==> config.mk <==
export PLATFORM = sky130hd
export DESIGN_NAME = lcd_reader_flat
export DESIGN_NICKNAME = d
export VERILOG_FILES = /design/src/rtl/lcd_reader_pkg.sv /design/src/rtl/lcd_reader_if.sv /design/src/rtl/phase_counter.sv /design/src/rtl/register.sv /design/src/rtl/lcd_reader.sv /design/src/flat_wrapper.sv
export SDC_FILE = /design/constraint.sdc
export NUM_CORES = 1
export LEC_CHECK = 0
export CORE_UTILIZATION = 49
export DETAILED_ROUTE_END_ITERATION = 8
export GPL_ROUTABILITY_DRIVEN = 1
export GPL_TIMING_DRIVEN = 0
export HOLD_SLACK_MARGIN = 0.12
export PLACE_DENSITY_LB_ADDON = 0.08
export SETUP_SLACK_MARGIN = 0.5
export SLEW_MARGIN = 20
export SYNTH_ARGS = -nofsm -noshare
export SYNTH_HDL_FRONTEND = slang
export SYNTH_SLANG_ARGS = --single-unit
==> constraint.sdc <==
create_clock -name i_clk -period 2.9 [get_ports i_clk]
set_input_delay 0.58 -clock i_clk [delete_from_list [all_inputs] [get_ports i_clk]]
set_output_delay 0.58 -clock i_clk [all_outputs]
set_load 0.005 [all_outputs]
==> src/rtl/lcd_reader_pkg.sv <==
// Shared constants and state encoding for the character-LCD read path.
// Pin-level constants match the display writer so both drive the same bus.
package lcd_reader_pkg;

  typedef enum logic [1:0] {
    ST_IDLE  = 2'd0,
    ST_SETUP = 2'd1,
    ST_EHIGH = 2'd2,
    ST_HOLD  = 2'd3
  } state_t;

  localparam logic RS_CMD  = 1'b0;
  localparam logic RS_DATA = 1'b1;
  localparam logic RW_WR   = 1'b0;
  localparam logic RW_RD   = 1'b1;
  localparam int   BF_BIT  = 7;

  function automatic int max3(input int a, input int b, input int c);
    int m;
    m = (a > b) ? a : b;
    return (m > c) ? m : c;
  endfunction

endpackage

==> src/rtl/lcd_reader_if.sv <==
// Request/response and LCD pin bundle for lcd_reader.
// The slave modport is the reader itself.
interface lcd_reader_if;
  logic       i_req;
  logic       i_rs;
  logic       i_poll;
  logic [7:0] i_lcd_data;
  logic       o_ready;
  logic       o_valid;
  logic [7:0] o_rdata;
  logic       o_busy;
  logic [6:0] o_addr;
  logic       o_timeout;
  logic       o_bus_rel;
  logic       o_E;
  logic       o_RS;
  logic       o_RW;

  modport master (
    output i_req, i_rs, i_poll, i_lcd_data,
    input  o_ready, o_valid, o_rdata, o_busy, o_addr,
    input  o_timeout, o_bus_rel, o_E, o_RS, o_RW
  );

  modport slave (
    input  i_req, i_rs, i_poll, i_lcd_data,
    output o_ready, o_valid, o_rdata, o_busy, o_addr,
    output o_timeout, o_bus_rel, o_E, o_RS, o_RW
  );
endinterface

==> src/rtl/phase_counter.sv <==
// Loadable down-counter that parks at zero and flags it.
module phase_counter #(
  parameter int W = 2
) (
  input  logic         clk,
  input  logic         rst,
  input  logic         load,
  input  logic [W-1:0] load_val,
  output logic         zero
);

  logic [W-1:0] cnt;

  always_ff @(posedge clk) begin
    if (rst)              cnt <= '0;
    else if (load)        cnt <= load_val;
    else if (cnt != '0)   cnt <= cnt - 1'b1;
  end

  assign zero = (cnt == '0);

endmodule

==> src/rtl/register.sv <==
// Enabled register with synchronous active-high clear.
module register #(
  parameter int W = 8
) (
  input  logic         clk,
  input  logic         rst,
  input  logic         en,
  input  logic [W-1:0] d,
  output logic [W-1:0] q
);

  always_ff @(posedge clk) begin
    if (rst)     q <= '0;
    else if (en) q <= d;
  end

endmodule

==> src/rtl/lcd_reader.sv <==
// HD44780 read-cycle engine: one busy/address or data read per
// request, optionally re-polling the busy flag until it clears.
module lcd_reader
  import lcd_reader_pkg::*;
#(
  parameter int T_AS     = 1,
  parameter int T_EH     = 2,
  parameter int T_EL     = 2,
  parameter int POLL_MAX = 16
) (
  input  logic         i_clk,
  input  logic         i_rst,
  lcd_reader_if.slave  bus
);

  localparam int PW = $clog2(max3(T_AS, T_EH, T_EL) + 1);
  localparam int CW = $clog2(POLL_MAX + 1);

  state_t          state;
  state_t          state_d;
  logic            pc_load;
  logic [PW-1:0]   pc_val;
  logic            pc_zero;
  logic            accept;
  logic            sample;
  logic            again;
  logic            done;
  logic            more;
  logic            poll_flag;
  logic [CW-1:0]   poll_cnt;
  logic            rs_q;
  logic            valid_q;
  logic            tmo_q;
  logic [7:0]      rdata;
  logic            e_c;
  logic            rw_c;
  logic            rel_c;
  logic            rdy_c;

  phase_counter #(.W(PW)) u_phase (
    .clk      (i_clk),
    .rst      (i_rst),
    .load     (pc_load),
    .load_val (pc_val),
    .zero     (pc_zero)
  );

  register #(.W(8)) u_rdata (
    .clk (i_clk),
    .rst (i_rst),
    .en  (sample),
    .d   (bus.i_lcd_data),
    .q   (rdata)
  );

  always_ff @(posedge i_clk) begin
    if (i_rst) state <= ST_IDLE;
    else       state <= state_d;
  end

  // Repeat only while BF is still set and the read budget remains.
  assign more = poll_flag & rdata[BF_BIT]
              & (poll_cnt < CW'(POLL_MAX - 1));

  always_comb begin
    state_d = state;
    pc_load = 1'b0;
    pc_val  = '0;
    accept  = 1'b0;
    sample  = 1'b0;
    again   = 1'b0;
    done    = 1'b0;
    unique case (state)
      ST_IDLE: begin
        if (bus.i_req) begin
          state_d = ST_SETUP;
          pc_load = 1'b1;
          pc_val  = PW'(T_AS - 1);
          accept  = 1'b1;
        end
      end
      ST_SETUP: begin
        if (pc_zero) begin
          state_d = ST_EHIGH;
          pc_load = 1'b1;
          pc_val  = PW'(T_EH - 1);
        end
      end
      ST_EHIGH: begin
        if (pc_zero) begin
          state_d = ST_HOLD;
          pc_load = 1'b1;
          pc_val  = PW'(T_EL - 1);
          sample  = 1'b1;
        end
      end
      ST_HOLD: begin
        if (pc_zero) begin
          if (more) begin
            state_d = ST_SETUP;
            pc_load = 1'b1;
            pc_val  = PW'(T_AS - 1);
            again   = 1'b1;
          end else begin
            state_d = ST_IDLE;
            done    = 1'b1;
          end
        end
      end
      default: state_d = ST_IDLE;
    endcase
  end

  always_comb begin
    e_c   = 1'b0;
    rw_c  = RW_WR;
    rel_c = 1'b0;
    rdy_c = 1'b0;
    unique case (state)
      ST_IDLE:  rdy_c = 1'b1;
      ST_EHIGH: begin
        e_c   = 1'b1;
        rw_c  = RW_RD;
        rel_c = 1'b1;
      end
      ST_SETUP, ST_HOLD: begin
        rw_c  = RW_RD;
        rel_c = 1'b1;
      end
      default: rdy_c = 1'b0;
    endcase
  end

  always_ff @(posedge i_clk) begin
    if (i_rst) begin
      rs_q      <= RS_CMD;
      poll_flag <= 1'b0;
      poll_cnt  <= '0;
      valid_q   <= 1'b0;
      tmo_q     <= 1'b0;
    end else begin
      valid_q <= done;
      if (accept) begin
        rs_q      <= bus.i_rs;
        poll_flag <= bus.i_poll & ~bus.i_rs;
        poll_cnt  <= '0;
      end
      if (again) poll_cnt <= poll_cnt + 1'b1;
      if (done)  tmo_q <= poll_flag & rdata[BF_BIT];
    end
  end

  assign bus.o_ready   = rdy_c;
  assign bus.o_valid   = valid_q;
  assign bus.o_rdata   = rdata;
  assign bus.o_busy    = rdata[BF_BIT];
  assign bus.o_addr    = rdata[6:0];
  assign bus.o_timeout = tmo_q;
  assign bus.o_bus_rel = rel_c;
  assign bus.o_E       = e_c;
  assign bus.o_RS      = rs_q;
  assign bus.o_RW      = rw_c;

endmodule

==> src/flat_wrapper.sv <==
// flat-port wrapper written by rule: the top's interface ports become plain ports
module lcd_reader_flat import lcd_reader_pkg::*;
#(
  parameter int T_AS     = 1,
  parameter int T_EH     = 2,
  parameter int T_EL     = 2,
  parameter int POLL_MAX = 16
)
  (i_clk, i_rst, bus_i_req, bus_i_rs, bus_i_poll, bus_i_lcd_data, bus_o_ready, bus_o_valid, bus_o_rdata, bus_o_busy, bus_o_addr, bus_o_timeout, bus_o_bus_rel, bus_o_E, bus_o_RS, bus_o_RW);
  lcd_reader_if bus_i ();
  input  logic i_clk;
  input  logic i_rst;
  input wire logic [$bits(bus_i.i_req)-1:0] bus_i_req;
  input wire logic [$bits(bus_i.i_rs)-1:0] bus_i_rs;
  input wire logic [$bits(bus_i.i_poll)-1:0] bus_i_poll;
  input wire logic [$bits(bus_i.i_lcd_data)-1:0] bus_i_lcd_data;
  output wire logic [$bits(bus_i.o_ready)-1:0] bus_o_ready;
  output wire logic [$bits(bus_i.o_valid)-1:0] bus_o_valid;
  output wire logic [$bits(bus_i.o_rdata)-1:0] bus_o_rdata;
  output wire logic [$bits(bus_i.o_busy)-1:0] bus_o_busy;
  output wire logic [$bits(bus_i.o_addr)-1:0] bus_o_addr;
  output wire logic [$bits(bus_i.o_timeout)-1:0] bus_o_timeout;
  output wire logic [$bits(bus_i.o_bus_rel)-1:0] bus_o_bus_rel;
  output wire logic [$bits(bus_i.o_E)-1:0] bus_o_E;
  output wire logic [$bits(bus_i.o_RS)-1:0] bus_o_RS;
  output wire logic [$bits(bus_i.o_RW)-1:0] bus_o_RW;
  assign bus_i.i_req = bus_i_req;
  assign bus_i.i_rs = bus_i_rs;
  assign bus_i.i_poll = bus_i_poll;
  assign bus_i.i_lcd_data = bus_i_lcd_data;
  assign bus_o_ready = bus_i.o_ready;
  assign bus_o_valid = bus_i.o_valid;
  assign bus_o_rdata = bus_i.o_rdata;
  assign bus_o_busy = bus_i.o_busy;
  assign bus_o_addr = bus_i.o_addr;
  assign bus_o_timeout = bus_i.o_timeout;
  assign bus_o_bus_rel = bus_i.o_bus_rel;
  assign bus_o_E = bus_i.o_E;
  assign bus_o_RS = bus_i.o_RS;
  assign bus_o_RW = bus_i.o_RW;
  lcd_reader #(.T_AS(T_AS), .T_EH(T_EH), .T_EL(T_EL), .POLL_MAX(POLL_MAX)) u_core (.i_clk(i_clk), .i_rst(i_rst), .bus(bus_i));
endmodule
-- Word-level counts from Yosys, hierarchy flattened
Cells that the tools add are included.
- reduce and logical (&&, ||, !) cells: 9
- $lt $le $gt $ge: 1
- bitwise gates (word level): 4
- eq/ne operators: 7
- mux-type cells: 26
- add/subtract/negate cells: 2
- operator list (operator ; count):
    1-bit 2-to-1 mux ; 15
    2-bit 2-to-1 mux ; 6
    5-bit 2-to-1 mux ; 2
    2-bit case mux with 4 select lines ; 1
    2-bit by 1-bit inequality test with 1-bit output, second input constant ; 3
    2-bit nonzero test ; 3
    5-bit by 1-bit adder with 5-bit output, second input constant ; 1
    5-bit by 4-bit less-than comparator with 1-bit output, second input constant ; 1
    2-bit == test, second input constant ; 2
    2-bit logical NOT ; 2
    2-bit case mux with 2 select lines ; 1
    4-bit AND reduction ; 1
    2-bit OR reduction ; 2
    1-bit AND ; 3
    1-bit case mux with 3 select lines ; 1
    3-bit OR reduction ; 1
    2-bit by 1-bit == test with 1-bit output, second input constant ; 1
    2-bit inequality test, second input constant ; 1
    2-bit by 1-bit subtractor with 2-bit output, second input constant ; 1
    1-bit NOT ; 1
- input port bits: 13
- bits in registers: 21

-- Depth between registers and ports, before layout
Gate-level depths: netlist (run 1).
- depth in word-level cells: 6
- mapped depth: 7

-- Modules after synthesis
A second synthesis (run 1) with hierarchy kept.
- cells, all modules: 126
- area, all modules: 1189.9 µm²
- by module, submodules not included (module ; area an instance (µm²) ; times used ; cells an instance):
    lcd_reader ; 783.3 ; 1 ; 88
    register ; 285.3 ; 1 ; 26
    phase_counter ; 121.4 ; 1 ; 12

-- Least setup slack after synthesis (run 1)
No wires, ideal clock.
- path type: register to output
- start: reg u_core.state[0]
- end: out bus_o_bus_rel
- cell stages (with the launch flop): 6
- data required time: 2.320 ns
- arrival: 1.023 ns
- path buffers: 2
- slack: 1.297 ns
- path through: dfxtp_1 inv_1 ha_1 buf_2 inv_1 buf_4
- longest elaborated chain between the ends: 3
- ends and longest elaborated chain (what ; RTL line ; text):
    start, declared ; lcd_reader.sv:19 ; state_t state;
    start signal, assigned ; lcd_reader.sv:58 ; else state <= state_d;
    2-bit == test / 2-bit by 1-bit == test with 1-bit output (equally long branches) ; n/a ;
    3-bit OR reduction (no line) (*) ; n/a ;
    1-bit 2-to-1 mux (*) ; n/a ;
    end, declared ; flat_wrapper.sv:23 ; output wire logic [$bits(bus_i.o_bus_rel)-1:0] bus_o_bus_rel;
Every way passes the cells marked *; elsewhere a longest branch is shown, timed or not.

-- Worst setup path in the final report (run 1)
- start: reg u_core.state[1]
- end: out bus_o_bus_rel
- longest elaborated chain between the ends: 3
- ends and longest elaborated chain (what ; RTL line ; text):
    2-bit == test / 2-bit by 1-bit == test with 1-bit output (equally long branches) ; lcd_reader.sv:119 ; unique case (state)
    3-bit OR reduction (no line) (*) ; n/a ;
    1-bit 2-to-1 mux (*) ; lcd_reader.sv:119 ;
Marks and branches as above.

==> results of run 1 <==
[stage by stage]
stage | hold slack, ns | cell area (sq um)
2_1_floorplan | 0.441 | 1170
3_3_place_gp | 0.444 | 1560
3_5_place_dp | 0.457 | 1560
4_1_cts | 0.474 | 1600
5_1_grt | 0.483 | 1610
6_report | 0.465 | 1610
[sequential cells by signal, indices dropped and copies added (netlist names)]
name                  count
u_core.u_rdata.q          8
u_core.poll_cnt           5
u_core.state              2
u_core.u_phase.cnt        2
u_core.bus.o_RS           1
u_core.bus.o_timeout      1
u_core.bus.o_valid        1
u_core.poll_flag          1
[worst register-to-register path: cells and delay by family (launching register included)]
| kind | cells | cell delay (ns) |
|---|---|---|
| AO/OA/AOI/OAI | 1 | 0.23 |
| adder cells (fa/ha/maj) | 1 | 0.28 |
| buffers and inverters | 1 | 0.12 |
| flip-flops | 1 | 0.35 |
| AND/OR/NAND/NOR | 2 | 0.59 |
[power groups by stage]
stage	logic, W	clock network, W	registers, W
after detailed placement	0.000618	0	0.000382
after global placement	0.000603	0	0.000378
after global routing	0.000725	0.000156	0.000377
final	0.000669	0.000143	0.000368
after floorplan	0.000375	0	0.000377
after CTS	0.000648	0.000148	0.000368
[cell type report]
type	count	area [sq um]	share of cell area
Tap cell	28	35.0	0.0218
Inverter	6	22.5	0.0140
Timing Repair Buffer	37	365	0.227
Multi-Input combinational cell	95	629	0.391
Clock inverter	1	5.00	0.00311
Sequential cell	21	423	0.263
Buffer	16	105	0.0654
Clock buffer	3	22.5	0.0140
[cells in the mapped netlist (2+ instances only)]
library cell | number | area [sq um]
buf_2 | 4 | 20.0
nand2_1 | 15 | 56.3
and4b_1 | 3 | 30.0
nand3_1 | 13 | 65.1
nand2b_1 | 4 | 25.0
o211ai_1 | 2 | 15.0
a31o_2 | 2 | 17.5
buf_4 | 9 | 67.6
nand4_1 | 6 | 37.5
inv_1 | 6 | 22.5
a21oi_1 | 14 | 70.1
ha_1 | 6 | 75.1
nor4_1 | 2 | 12.5
nor2b_1 | 5 | 31.3
clkbuf_1 | 2 | 7.51
dfxtp_1 | 21 | 420
[routing by layer]
metal / wire length (microns) / share of wire / track usage
met1: 1210 / 0.45 / 0.252
met3: 144 / 0.054 / 0.0387
met2: 1300 / 0.49 / 0.422
met4: 17 / 0.0064 / 0.0694
met5: 0 / 0 / 0
[worst paths after layout]
path                                                        end  cells after the start                    startpoint  slack (ns)
worst min-delay path               u_core.bus.o_RS$_SDFFE_PP0P_                      2  u_core.bus.o_RS$_SDFFE_PP0P_        0.47
worst max-delay path                              bus_o_bus_rel                      6  u_core.state[1]$_SDFFE_PP0P_        0.58
worst max register to register  u_core.poll_cnt[1]$_SDFFE_PP0P_                      5  u_core.state[0]$_SDFFE_PP0P_        1.24
worst min register to register     u_core.bus.o_RS$_SDFFE_PP0P_                      2  u_core.bus.o_RS$_SDFFE_PP0P_        0.47
[cells by family (layout without fill, tap and decap cells)]
| group | Yosys count | count (layout) | share of synthesized area |
|---|---|---|---|
| adder cells (fa/ha/maj) | 6 | 6 | 0.0641 |
| AND/OR/NAND/NOR | 58 | 58 | 0.282 |
| multiplexers | 1 | 1 | 0.00855 |
| AO/OA/AOI/OAI | 30 | 30 | 0.183 |
| buffers and inverters | 22 | 63 | 0.104 |
| flip-flops | 21 | 21 | 0.359 |
[what timing repair did]
action	in CTS	in global routing
gates resized for setup	2	4
setup buffers	2	0
endpoints found under the setup margin	2	1
[cells in the final DEF, fill, tap and decap left out, drive strengths merged, types with 2 or more instances in the layout]
master,Yosys,final
a21oi,14,14
a31o,3,3
and4b,3,3
buf,14,16
clkbuf,2,5
clkdlybuf4s50,0,35
dfxtp,21,21
ha,6,6
inv,6,6
nand2,16,16
nand2b,4,4
nand3,13,13
nand4,6,6
nor2b,5,5
nor4,2,2
o211ai,2,2
o221a,2,2
o31ai,2,2
==> results_dict.tcl, run 1 <==
set metrics [dict create \
    synthToLayoutAreaGrowth_pct 37.3 \
    tns_ns 0 \
    cts_buffer_depth 2 \
    fmax_mhz 432 \
    critPathMaxStageDelay_ns 0.48 \
    place_hpwl_microns 2030 \
    async_reset_ff_frac 0 \
    h-tree-depth 1 \
    hold_buffers 0 \
    finish.utilization 0.720 \
    syn_inst 138 \
    ant_nets 0 \
    final_hold_viol_count 0 \
    setup_viol 0 \
    dp_slack_ns 0.735 \
    antenna_found_initial 0 \
    dp_cells 201 \
    p_clk_frac 0.121 \
    synth_fp_nets 157 \
    antennaDiodeCount 0 \
    max_slew.worst_pin.slew_ns 0.439 \
    pwr-share-comb 0.567 \
    drc_errors 0 \
    drive_above_1_share 0.156 \
    required_ns 2.32 \
    overflow 0 \
    die-area_sq_um 2590 \
    vias 1155 \
    fin_total_pwr_w 0.00118 \
    min_path_type "reg2reg" \
    slew_headroom 0.707 \
    worst-endpoint-arrival_ns 1.74 \
    numClockSinks 21 \
    p_int_w 0.000741 \
    grt_max_degree 13 \
    die_x_microns 50.9 \
    path_max_fanout 9 \
    numPortBuffers 35 \
    ys.flop_type "dfxtp_1" \
    rsz0062_at_grt "false" \
    status "finished clean" \
    fin_crit_sh 0.798 \
    synth.distinct_cells 40 \
    synth.cell_area_sq_um 1170 \
    p_per_area_nw_per_um2 734 \
    numCtsBuffers 3 \
    start_util 0.524 \
    finalClockSkew_ns 0.00471 \
    switchingPower_w 0.000439 \
    wl_microns 2680 \
    start_kind "flip-flop" \
    root_buffer "clkbuf_4" \
    grt_pass1_vias 1060 \
    crit_buf_inv 5 \
    nets 199 \
    place.gp.congestion 0.799 \
    max_cap_violations 0 \
    crit_path_top_delay_cell "clkdlybuf4s50_1" \
    synth_edf_count 0 \
    crit_chain "inv_1, ha_1, buf_6, inv_2, buf_4, clkdlybuf4s50_1" \
    crit_family "buffers and inverters" \
    clkLatencyLatePin_ns 0.30 \
    viasPerCell 5.58 \
    min_period_ns 2.32 \
    firstDrtPassIters 4 \
    fill_cells 181 \
    post-route-worst-setup-slack_ns 0.585 \
    path_clk_slew_ns 0.12 \
    power_leakage_nw 0.617 \
    rows 17 \
    switching_share 0.372 \
    stdcell_count 207 \
    grt.total_usage 0.223 \
    ys.warnings.count 0 \
    worstSetupPathType "reg2out" \
    pwr-share-seq 0.312 \
    dieHeight_microns 50.9 \
    grt_first_pass_wirelength_microns 4440 \
    final-max-slew-violation-count 0 \
    drt_iter0_markers 14 \
    wire_per_inst_microns 12.9 \
    ir_worst_vdd_mv 0.667 \
    worstSetupEndpointType "primary output" \
    yosysSeqAreaShare 0.359 \
    core_region_area_sq_um 2230 \
    synth_area_per_cell_sq_um 8.49 \
    pin_count 36 \
    synth-seq-cells 21 \
    cts_tree "yes" \
]
(Power assumes the default switching activity.)
==> inputs of run 2 (changes only) <==
- CORE_UTILIZATION: 49 -> 46
- clock period: 2.9 -> 2.15 ns (I/O delays scaled with it)
==> results_dict.tcl, run 2 (synthesis results as in run 1) <==
set metrics [dict create \
    status "finished clean" \
    finish.utilization 0.740 \
    numCtsBuffers 3 \
    dieHeight_microns 52.5 \
    grt.total_usage 0.243 \
    viasPerCell 5.57 \
    ant_nets 0 \
    clkLatencyLatePin_ns 0.30 \
    final_cell_mix "clkdlybuf4s50_1 (22), buf_4 (18), a21oi_1 (14), nand2_1 (14), nand3_1 (13)" \
    whs_path_depth 2 \
    critPathMaxStageDelay_ns 0.36 \
    antenna_found_initial 0 \
    worstSetupEndpointType "primary output" \
    drt_iter0_markers 19 \
    root_buffer "clkbuf_4" \
    die_x_microns 52.5 \
    rr_worst_depth 5 \
    grt_pass1_vias 1121 \
    antennaDiodeCount 0 \
    core_region_area_sq_um 2300 \
    start_kind "flip-flop" \
    rsz0062_at_grt "true" \
    setup_viol 0 \
    vias 1192 \
    fmax_mhz 604 \
    numClockSinks 21 \
    largest_reg_flops 8 \
    crit_chain "inv_2, ha_4, buf_6, inv_4, buf_4, clkbuf_2" \
    place.gp.congestion 0.824 \
    fin_crit_sh 0.770 \
    largest-register "u_core.u_rdata.q" \
    final-max-slew-violation-count 0 \
    drc_errors 0 \
    stdcell_count 214 \
    finalClockSkew_ns 0.00237 \
    pin_count 36 \
    worstSetupPathType "reg2out" \
    cts_tree "yes" \
    max_cap_violations 0 \
    crit_path_top_delay_cell "dfxtp_2" \
    required_ns 1.72 \
    place_hpwl_microns 2050 \
    tns_ns 0 \
    top_regs "u_core.u_rdata.q (8), u_core.poll_cnt (5)" \
    dp_cells 201 \
    min_path_type "reg2reg" \
    max_slew.worst_pin.slew_ns 0.341 \
    grt_first_pass_wirelength_microns 4920 \
    worst-endpoint-arrival_ns 1.23 \
    layout_commonest_cell "clkdlybuf4s50_1" \
    overflow 0 \
    start_util 0.510 \
    p_per_area_nw_per_um2 986 \
    path_depth 6 \
    synthToLayoutAreaGrowth_pct 45.1 \
    path_max_fanout 4 \
    numPortBuffers 35 \
    wire_per_inst_microns 13.9 \
    die-area_sq_um 2750 \
    cts_buffer_depth 2 \
    hold_buffers 0 \
    final_hold_viol_count 0 \
    firstDrtPassIters 4 \
    power_leakage_nw 0.721 \
    nets 206 \
    h-tree-depth 1 \
    ir_worst_vdd_mv 0.826 \
    path_clk_slew_ns 0.12 \
    crit_buf_inv 5 \
    slew_headroom 0.770 \
    min_period_ns 1.66 \
    crit_family "buffers and inverters" \
    drive_above_1_share 0.296 \
    wl_microns 2970 \
    grt_max_degree 13 \
    rows 17 \
]
==> run 2: cell types whose count changed in the layout (fill, tap and decap cells not counted), moves of 3 or more <==
cell	delta
clkdlybuf4s50_1	-13
ha_1	-3
buf_4	+7
dfxtp_1	-8
ha_4	+3
dlygate4sd2_1	+9
dfxtp_2	+7
clkbuf_2	+3
==> run 2: worst register-to-register path: cells and delay by family, from the launching register on <==
kind                       cells  cell delay [ns]
adders and majority gates      1             0.18
and+or+nand+nor                2             0.54
buffers and inverters          1             0.14
DFF                            1             0.36
AOI/OAI and AO/OA              1             0.24
==> run 2: cell type report <==
cell class / instances / area [sq um]
clock buffer: 3 / 22.5
tap: 28 / 35.0
clock inverter: 1 / 5.00
fill: 176 / 598
inverter: 6 / 25.0
buffer: 16 / 108
timing repair buffer: 44 / 394
sequential: 21 / 435
multi-input combinational: 95 / 674
==> run 2: where the power goes <==
part	switching, W	internal, W	total (W)
Combinational	0.000472	0.000502	0.000974
Clock	0.000125	0.0000694	0.000195
Sequential	0.0000453	0.000462	0.000507
Total	0.000643	0.00103	0.00168
==> run 2: timing repair <==
| action | 4_1_cts | 5_1_grt |
|---|---|---|
| gates cloned | 0 | 0 |
| buffers inserted | 9 | 0 |
| pin swaps | 1 | 0 |
| endpoints found under the setup margin | 23 | 12 |
| gates resized for setup | 38 | 10 |
==> run 2: stage by stage <==
step                      area (sq um)  worst slack [ns]  total power [W]  hold WS [ns]
after floorplan                   1170             0.666          0.00101         0.441
after global placement            1560             0.178          0.00132         0.445
after detailed placement          1560             0.106          0.00134         0.453
after CTS                         1690             0.400          0.00166         0.471
after global routing              1700             0.425          0.00182         0.498
final                             1700             0.493          0.00168         0.473
==> run 2: worst paths after layout <==
kind | start | to | slack, ns
worst max-delay path | u_core.state[0]$_SDFFE_PP0P_ | bus_o_bus_rel | 0.49
worst min-delay path | u_core.u_rdata.q[0]$_SDFFE_PP0P_ | u_core.u_rdata.q[0]$_SDFFE_PP0P_ | 0.47
worst max register to register | u_core.state[0]$_SDFFE_PP0P_ | u_core.poll_cnt[1]$_SDFFE_PP0P_ | 0.58
worst min register to register | u_core.u_rdata.q[0]$_SDFFE_PP0P_ | u_core.u_rdata.q[0]$_SDFFE_PP0P_ | 0.47
==> run 2: layer usage <==
metal,vias up,routed length (microns),GRT usage,part of all wire
li1,597,-,-,-
met1,555,1360,0.311,0.46
met2,36,1450,0.418,0.49
met3,4,131,0.0348,0.044
met4,0,27,0.0702,0.0091
met5,-,0,0,0
==> inputs of run 3 (changes only) <==
- CORE_ASPECT_RATIO: default -> 0.5
- CORE_UTILIZATION: 46 -> 41
- clock period: 2.15 -> 1.4 ns (I/O delays scaled with it)
==> results_dict.tcl, run 3 (synthesis results as in run 1) <==
set metrics [dict create \
    dieHeight_microns 39.8 \
    rr_worst_depth 7 \
    final-max-slew-violation-count 0 \
    place_hpwl_microns 2030 \
    core_region_area_sq_um 2650 \
    overflow 0 \
    crit_path_top_delay_cell "dfxtp_4" \
    wl_microns 5880 \
    root_buffer "clkbuf_8" \
    critPathMaxStageDelay_ns 0.39 \
    path_clk_slew_ns 0.09 \
    crit_chain "inv_4, ha_4, buf_8, buf_8, nand2b_4, a31o_4, a221oi_2" \
    ant_nets 0 \
    worstSetupEndpointType "flip-flop" \
    grt.total_usage 0.231 \
    final_cell_mix "buf_6 (43), buf_4 (28), dfxtp_2 (14)" \
    die_x_microns 77.6 \
    synthToLayoutAreaGrowth_pct 111 \
    power_leakage_nw 1.04 \
    fin_crit_sh 1.14 \
    cts_buffer_depth 2 \
    p_per_area_nw_per_um2 1850 \
    regArea_sq_um 449 \
    holdWs_ns 0.467 \
    min_period_ns 1.59 \
    rsz0062_at_grt "true" \
    worstSetupPathType "reg2reg" \
    final_hold_viol_count 0 \
    cp_common_cell "buf_8" \
    antennaDiodeCount 0 \
    setup_viol 10 \
    largest-register "u_core.u_rdata.q" \
    min_path_type "reg2reg" \
    grt_first_pass_wirelength_microns 5250 \
    die-area_sq_um 3090 \
    worst-endpoint-arrival_ns 1.76 \
    grt_pass1_vias 1107 \
    max_cap_violations 0 \
    tns_ns -1.23 \
    path_max_fanout 7 \
    min_from "u_core.bus.o_timeout$_SDFFE_PP0P_" \
    reg2reg_to "u_core.u_phase.cnt[0]$_SDFFE_PP0P_" \
    vias 1593 \
    reg2reg_from "u_core.state[1]$_SDFFE_PP0P_" \
    fill_cells 79 \
    pin_count 36 \
    layout_commonest_cell "buf_6" \
    numPortBuffers 35 \
    slew_headroom 0.764 \
    top_regs "u_core.u_rdata.q (8), u_core.poll_cnt (5)" \
    clkLatencyLatePin_ns 0.28 \
    required_ns 1.57 \
    drive_above_1_share 0.696 \
    drt_iter0_markers 89 \
    reg2reg_slack_ns -0.19 \
    viasPerCell 6.10 \
    rows 13 \
    grt_max_degree 12 \
    antenna_found_initial 0 \
    max_slew.worst_pin.slew_ns 0.353 \
    wire_per_inst_microns 22.5 \
    largest_reg_flops 8 \
    fin_total_pwr_w 0.00456 \
    multiInputGateArea_sq_um 902 \
    firstDrtPassIters 4 \
    violations "negative setup slack" \
    nets 244 \
    start_util 0.442 \
    hold_end "u_core.bus.o_timeout$_SDFFE_PP0P_" \
    numClockSinks 21 \
    post-route-worst-setup-slack_ns -0.191 \
    fmax_mhz 629 \
    numCtsBuffers 3 \
    h-tree-depth 1 \
    finalClockSkew_ns 0.0176 \
    place.gp.congestion 0.872 \
    drc_errors 0 \
    start_kind "flip-flop" \
    whs_path_depth 2 \
    cts_tree "yes" \
    ir_worst_vdd_mv 1.07 \
    status "complete, but fails checks" \
]
==> run 3: cell count changes in the layout (fill, tap and decap cells not counted), sizes merged <==
| cell | previous run | this run |
|---|---|---|
| dlygate4sd2 | 9 | 0 |
| dlymetal6s2s | 1 | 0 |
| clkinv | 1 | 0 |
| buf | 24 | 83 |
| clkdlybuf4s50 | 22 | 12 |
==> run 3: how the worst max path moves through the flow <==
| stage | startpoint | end | slack, ns | cells after the start |
|---|---|---|---|---|
| final | u_core.state[1]$_SDFFE_PP0P_ | u_core.u_phase.cnt[0]$_SDFFE_PP0P_ | -0.19 | 7 |
| after CTS | u_core.state[0]$_SDFFE_PP0P_ | u_core.u_phase.cnt[0]$_SDFFE_PP0P_ | -0.07 | 7 |
| after global placement | i_rst | u_core.poll_cnt[1]$_SDFFE_PP0P_ | -0.42 | 4 |
| after floorplan | u_core.state[0]$_SDFFE_PP0P_ | u_core.poll_cnt[1]$_SDFFE_PP0P_ | 0.08 | 4 |
| after detailed placement | i_rst | u_core.poll_cnt[1]$_SDFFE_PP0P_ | -0.44 | 4 |
| after global routing | u_core.u_rdata.q[7]$_SDFFE_PP0P_ | u_core.poll_cnt[4]$_SDFFE_PP0P_ | -0.22 | 4 |
==> run 3: final cells by class <==
| class | count | area share |
|---|---|---|
| plain buffers | 16 | 0.0821 |
| clock buffers | 4 | 0.0183 |
| inverters | 6 | 0.0122 |
| multi-input cells | 95 | 0.366 |
| flip-flops and latches | 21 | 0.182 |
| well taps | 37 | 0.0188 |
| repair buffers | 82 | 0.321 |
==> run 3: report_power, final <==
group	leakage, nW	total [W]	internal, W	switching [W]
clock	0.0228	0.000432	0.000204	0.000228
combinational	0.834	0.00328	0.00180	0.00148
sequential	0.179	0.000846	0.000727	0.000120
==> run 3: per-layer routing <==
layer | track usage | routed length [microns] | vias to the layer above
met3 | 0.0581 | 564 | 41
met4 | 0.0472 | 277 | 0
met5 | 0 | 0 | -
met1 | 0.286 | 2350 | 756
li1 | - | - | 670
met2 | 0.420 | 2690 | 126
==> run 3: critical path: cells and delay by family, from the launching register on <==
family | cells | cell delay (ns)
AOI/OAI and AO/OA | 2 | 0.48
DFF | 1 | 0.39
buffers and inverters | 3 | 0.32
adders and majority gates | 1 | 0.16
and+or+nand+nor | 1 | 0.14
==> run 3: per-stage QoR <==
stage	cell area (sq um)	cells	util	setup WS, ns
3_5_place_dp	1680	210	0.632	-0.438
6_report	2470	261	0.931	-0.191
3_3_place_gp	1680	210	0.632	-0.418
2_1_floorplan	1280	138	-	0.0774
5_1_grt	2470	261	0.931	-0.221
4_1_cts	2030	238	0.766	-0.0676
==> run 3: what timing repair did <==
| action | in CTS | in global routing |
|---|---|---|
| endpoints found under the setup margin | 44 | 44 |
| buffers inserted | 24 | 23 |
| pin swaps | 9 | 18 |
| hold buffers | 0 | 0 |
| resized for setup | 144 | 68 |
==> patch 1, RTL diff (flow settings as in run 2) <==
`T_EH` is set to 2 in 2 places; all go to 8.
--- a/src/rtl/lcd_reader.sv
+++ b/src/rtl/lcd_reader.sv
@@ -4,7 +4,7 @@
   import lcd_reader_pkg::*;
 #(
   parameter int T_AS     = 1,
-  parameter int T_EH     = 2,
+  parameter int T_EH     = 8,
   parameter int T_EL     = 2,
   parameter int POLL_MAX = 16
 ) (
--- a/src/flat_wrapper.sv
+++ b/src/flat_wrapper.sv
@@ -2,7 +2,7 @@
 module lcd_reader_flat import lcd_reader_pkg::*;
 #(
   parameter int T_AS     = 1,
-  parameter int T_EH     = 2,
+  parameter int T_EH     = 8,
   parameter int T_EL     = 2,
   parameter int POLL_MAX = 16
 )
Function: changed (a bounded check fails within 10 cycles, from zero or initial values and one cycle with i_rst high).
==> patch 1 against run 2 <==
Design area increased by 3.1%. Global-route usage shrank 3.8 points. Synthesized cell count unchanged. Wire length is 0.74% lower. Utilization is 1.6 points higher. Die area up 0.42%. Register-to-register slack worse by 0.05 ns. Power grew 22%. Area after synthesis increased by 0.43%. Cell count increased by 0.47%. Sequential share of layout area increased by 1.6 points. Worst setup slack improved by 0.00068 ns. Sequential cell count increased by 2. Hold slack lost 0.0060 ns. Critical path type unchanged. Critical endpoint is now bus_o_E. Largest power group unchanged. Highest routed layer unchanged.
==> patch 1: results (changes against run 2) <==
- Global-route wire length before repair: 4130 um (was 4920 um)
- Count of cell types in the netlist: 32 (was 40)
- FILL cells: 170 (was 176)
- Result of the run: finished clean (unchanged)
- Fraction of layout cells with a size suffix above 1: 0.278 (was 0.296)
- Synth Net Count: 158 (was 157)
- Most numerous cell types in the synthesized netlist: 25 x nand2_1, 23 x dfxtp_1, 19 x a21oi_1, 10 x buf_4, 7 x ha_1 (was 21 x dfxtp_1, 15 x nand2_1, 14 x a21oi_1, 13 x nand3_1, 9 x buf_4)
- Weighted congestion reported at the end of routability-driven placement: 0.829 (was 0.824)
- Origin of the critical flop-to-flop path: u_core.state[1] (was u_core.state[0])
- Final routed wire length divided by cell count: 13.7 um (was 13.9 um)
- Critical hold path startpoint: u_core.bus.o_RS (was u_core.u_rdata.q[0])
- Largest registers: u_core.u_rdata.q x8, u_core.poll_cnt x5, u_core.u_phase.cnt x4 (was u_core.u_rdata.q x8, u_core.poll_cnt x5)
- Placed instance area: 1560 um^2 (about the same)
- Placement Setup Slack: 0.143 ns (was 0.106 ns)
- Flop-to-flop setup slack: 0.53 ns (was 0.58 ns)
- Clock skew after layout: 0.00309 ns (was 0.00237 ns)
- Routed WL: 2950 um (was 2970 um)
- Worst hold slack: 0.467 ns (was 0.473 ns)
- Vias in the first global route: 970 (was 1,121)
- Sequential share of the synthesized area: 0.391 (was 0.359)
- Reg2reg end: u_core.u_phase.cnt[2] (was u_core.poll_cnt[1])
- Overall via count from detail_route: 1,139 (was 1,192)
- Final HPWL DP: 1930 um (was 2050 um)
- IR drop worst, VDD: 1030 uV (was 826 uV)
- P&R area growth vs syn: 48.9% (was 45.1%)
- Cell leakage power: 0.712 nW (was 0.721 nW)
[patch 1: power by group through the flow]
stage / clock (mW) / sequential (mW) / combinational [mW]
finish: 0.200 / 0.594 / 1.24
floorplan: 0 / 0.574 / 0.606
detailed placement: 0 / 0.586 / 0.936
global placement: 0 / 0.580 / 0.913
CTS: 0.203 / 0.591 / 1.07
global route: 0.224 / 0.602 / 1.34
[patch 1: cells by family after synthesis]
family | share of synthesized area
AND/OR/NAND/NOR | 0.220
AO/OA/AOI/OAI | 0.160
flip-flops | 0.391
buffers and inverters | 0.106
adder cells (fa/ha/maj) | 0.0745
XOR/XNOR | 0.0223
multiplexers | 0.0255
[patch 1: layer usage]
metal	global-route usage	part of all wire
met4	0.0789	0.015
met2	0.367	0.49
met3	0.0377	0.058
met1	0.237	0.44
met5	0	0
[patch 1: worst max-delay path by stage]
stage                                from                     to  slack, ns  cells after the start
final                     u_core.state[0]                bus_o_E       0.49                      4
after global routing      u_core.state[0]                bus_o_E       0.44                      4
after CTS                 u_core.state[0]          bus_o_bus_rel       0.39                      5
after detailed placement  u_core.state[0]          bus_o_bus_rel       0.14                      5
after global placement    u_core.state[0]          bus_o_bus_rel       0.15                      5
after floorplan           u_core.state[0]  u_core.u_phase.cnt[1]       0.56                      7
[patch 1: timing repair]
action | CTS | global route
gates resized for setup | 42 | 11
pin swaps | 1 | 3
setup buffers | 4 | 6
cloned | 0 | 0
hold buffers | 0 | 0
endpoints found under the setup margin | 19 | 19
endpoints found under the hold margin | 0 | 0
[patch 1: cell type report]
class,instances,share of cell area
Clock buffer,4,0.0150
Inverter,6,0.0171
Tap cell,28,0.0200
Timing Repair Buffer,45,0.237
Multi-Input combinational cell,94,0.376
Buffer,15,0.0629
Sequential cell,23,0.272
[patch 1: worst max-delay path, cell delays in order, from the launching register on]
cell,delay (ns)
dfxtp_2,0.37
inv_4,0.05
buf_4,0.13
ha_4,0.17
clkdlybuf4s15_1,0.19
==> patch 2, RTL diff (flow settings as in run 2) <==
Without the edit above. The 4 states of `state_t` get a Gray code encoding in 2 bits.
--- a/src/rtl/lcd_reader_pkg.sv
+++ b/src/rtl/lcd_reader_pkg.sv
@@ -3,10 +3,10 @@
 package lcd_reader_pkg;
 
   typedef enum logic [1:0] {
-    ST_IDLE  = 2'd0,
-    ST_SETUP = 2'd1,
-    ST_EHIGH = 2'd2,
-    ST_HOLD  = 2'd3
+    ST_IDLE  = 2'b00,
+    ST_SETUP = 2'b01,
+    ST_EHIGH = 2'b11,
+    ST_HOLD  = 2'b10
   } state_t;
 
   localparam logic RS_CMD  = 1'b0;
Check against the original RTL: same outputs for any inputs over 10 cycles, from zero or initial values and one cycle with i_rst high; not proved beyond that.
==> patch 2 against run 2 <==
Global-route usage decreased by 4.4 points. Sequential cell count is the same. Non-clock buffer count is 3 lower. Wire length shrank 23%. Design area shrank 11%. Worst setup slack worse by 0.086 ns. Area after synthesis shrank 11%. Maximum frequency fell by 4.9%. Critical path depth did not move.
Power is not compared: it rests on default switching activity, and its combinational part moved more than twofold at a synthesized area within 25%.
==> patch 2: results (changes against run 2) <==
- Largest stage delay, worst path: 0.33 ns (was 0.36 ns)
- Met1 wire length: 1020 um (was 1360 um)
- Worst hold slack: 0.488 ns (was 0.473 ns)
- Result of the run: finished clean (unchanged)
- FILL cells: 161 (was 176)
- Cell depth of the worst hold path: 1 (was 2)
- Sink of the worst hold path: u_core.bus.o_timeout (was u_core.u_rdata.q[0])
- Adder-cell share of the synthesized area: 0.0241 (was 0.0641)
- Path depth of the worst reg2reg path: 6 (was 5)
- Sequential share of the synthesized area: 0.405 (was 0.359)
- Post-synthesis compound-gate area fraction: 0.0893 (was 0.183)
- Most numerous cell types in the synthesized netlist: 21 x dfxtp_1, 13 x nor2_1, 11 x buf_4, 10 x mux2i_1, 6 x a21oi_1 (was 21 x dfxtp_1, 15 x nand2_1, 14 x a21oi_1, 13 x nand3_1, 9 x buf_4)
- Clock skew after layout: 0.00133 ns (was 0.00237 ns)
- Placement Setup Slack: 0.386 ns (was 0.106 ns)
- Synth Net Count: 121 (was 157)
- Vias in the first global route: 876 (was 1,121)
- Critical hold path startpoint: u_core.bus.o_timeout (was u_core.u_rdata.q[0])
- Wire length on met2: 1100 um (was 1450 um)
- Flop-to-flop setup slack: 0.63 ns (was 0.58 ns)
- Met3 capacity usage during global routing: 0.0432 (was 0.0348)
- Overall via count from detail_route: 887 (was 1,192)
- Reg2reg end: u_core.poll_cnt[2] (was u_core.poll_cnt[1])
- Total power: 0.810 mW
- Share of cell area taken by muxes after synthesis: 0.125 (was 0.00855)
- Pin count of the biggest net entering global routing: 12 (was 13)
- Met3 Wirelength: 134 um (was 131 um)
- Tightest Pin Transition: 0.337 ns (was 0.341 ns)
- Arrival time at the worst endpoint: 1.31 ns (was 1.23 ns)
- Top cells by area in the synthesized netlist: dfxtp_1 41%, mux2i_1 9.7%, buf_4 8.0%, nor2_1 4.7%, a21oi_1 2.9% (was dfxtp_1 36%, ha_1 6.4%, a21oi_1 6.0%, buf_4 5.8%, nand3_1 5.6%)
- Count of cell types in the netlist: 32 (was 40)
- Detailed router's first-iteration violation count: 10 (was 19)
- Final routed wire length divided by cell count: 12.7 um (was 13.9 um)
- Final HPWL DP: 1670 um (was 2050 um)
- Weighted congestion reported at the end of routability-driven placement: 0.795 (was 0.824)
[patch 2: cell types whose count changed after synthesis, sizes merged, moves of 4 or more]
cell / change
a21oi: -8
ha: -4
mux2i: +9
nand2: -15
nand3: -11
nor2: +12
[patch 2: what timing repair did]
item                                    4_1_cts  5_1_grt
gates cloned                                  0        0
setup buffers                                 6        1
pin swaps                                     1        1
resized for setup                            32        3
endpoints found under the setup margin       14        5
[patch 2: final cells by class]
| class | instances | area, um^2 | area share |
|---|---|---|---|
| Multi-Input combinational cell | 65 | 492 | 0.326 |
| Sequential cell | 21 | 433 | 0.287 |
| Timing Repair Buffer | 42 | 392 | 0.260 |
| Buffer | 15 | 113 | 0.0747 |
| Tap cell | 27 | 33.8 | 0.0224 |
| Clock buffer | 4 | 26.3 | 0.0174 |
| Inverter | 5 | 18.8 | 0.0124 |
[patch 2: worst register-to-register path: cells and delay by family, from the launching register on]
kind	cells	cell delay [ns]
simple gates	2	0.43
mux	1	0.27
flops	1	0.35
buf+inv	3	0.40
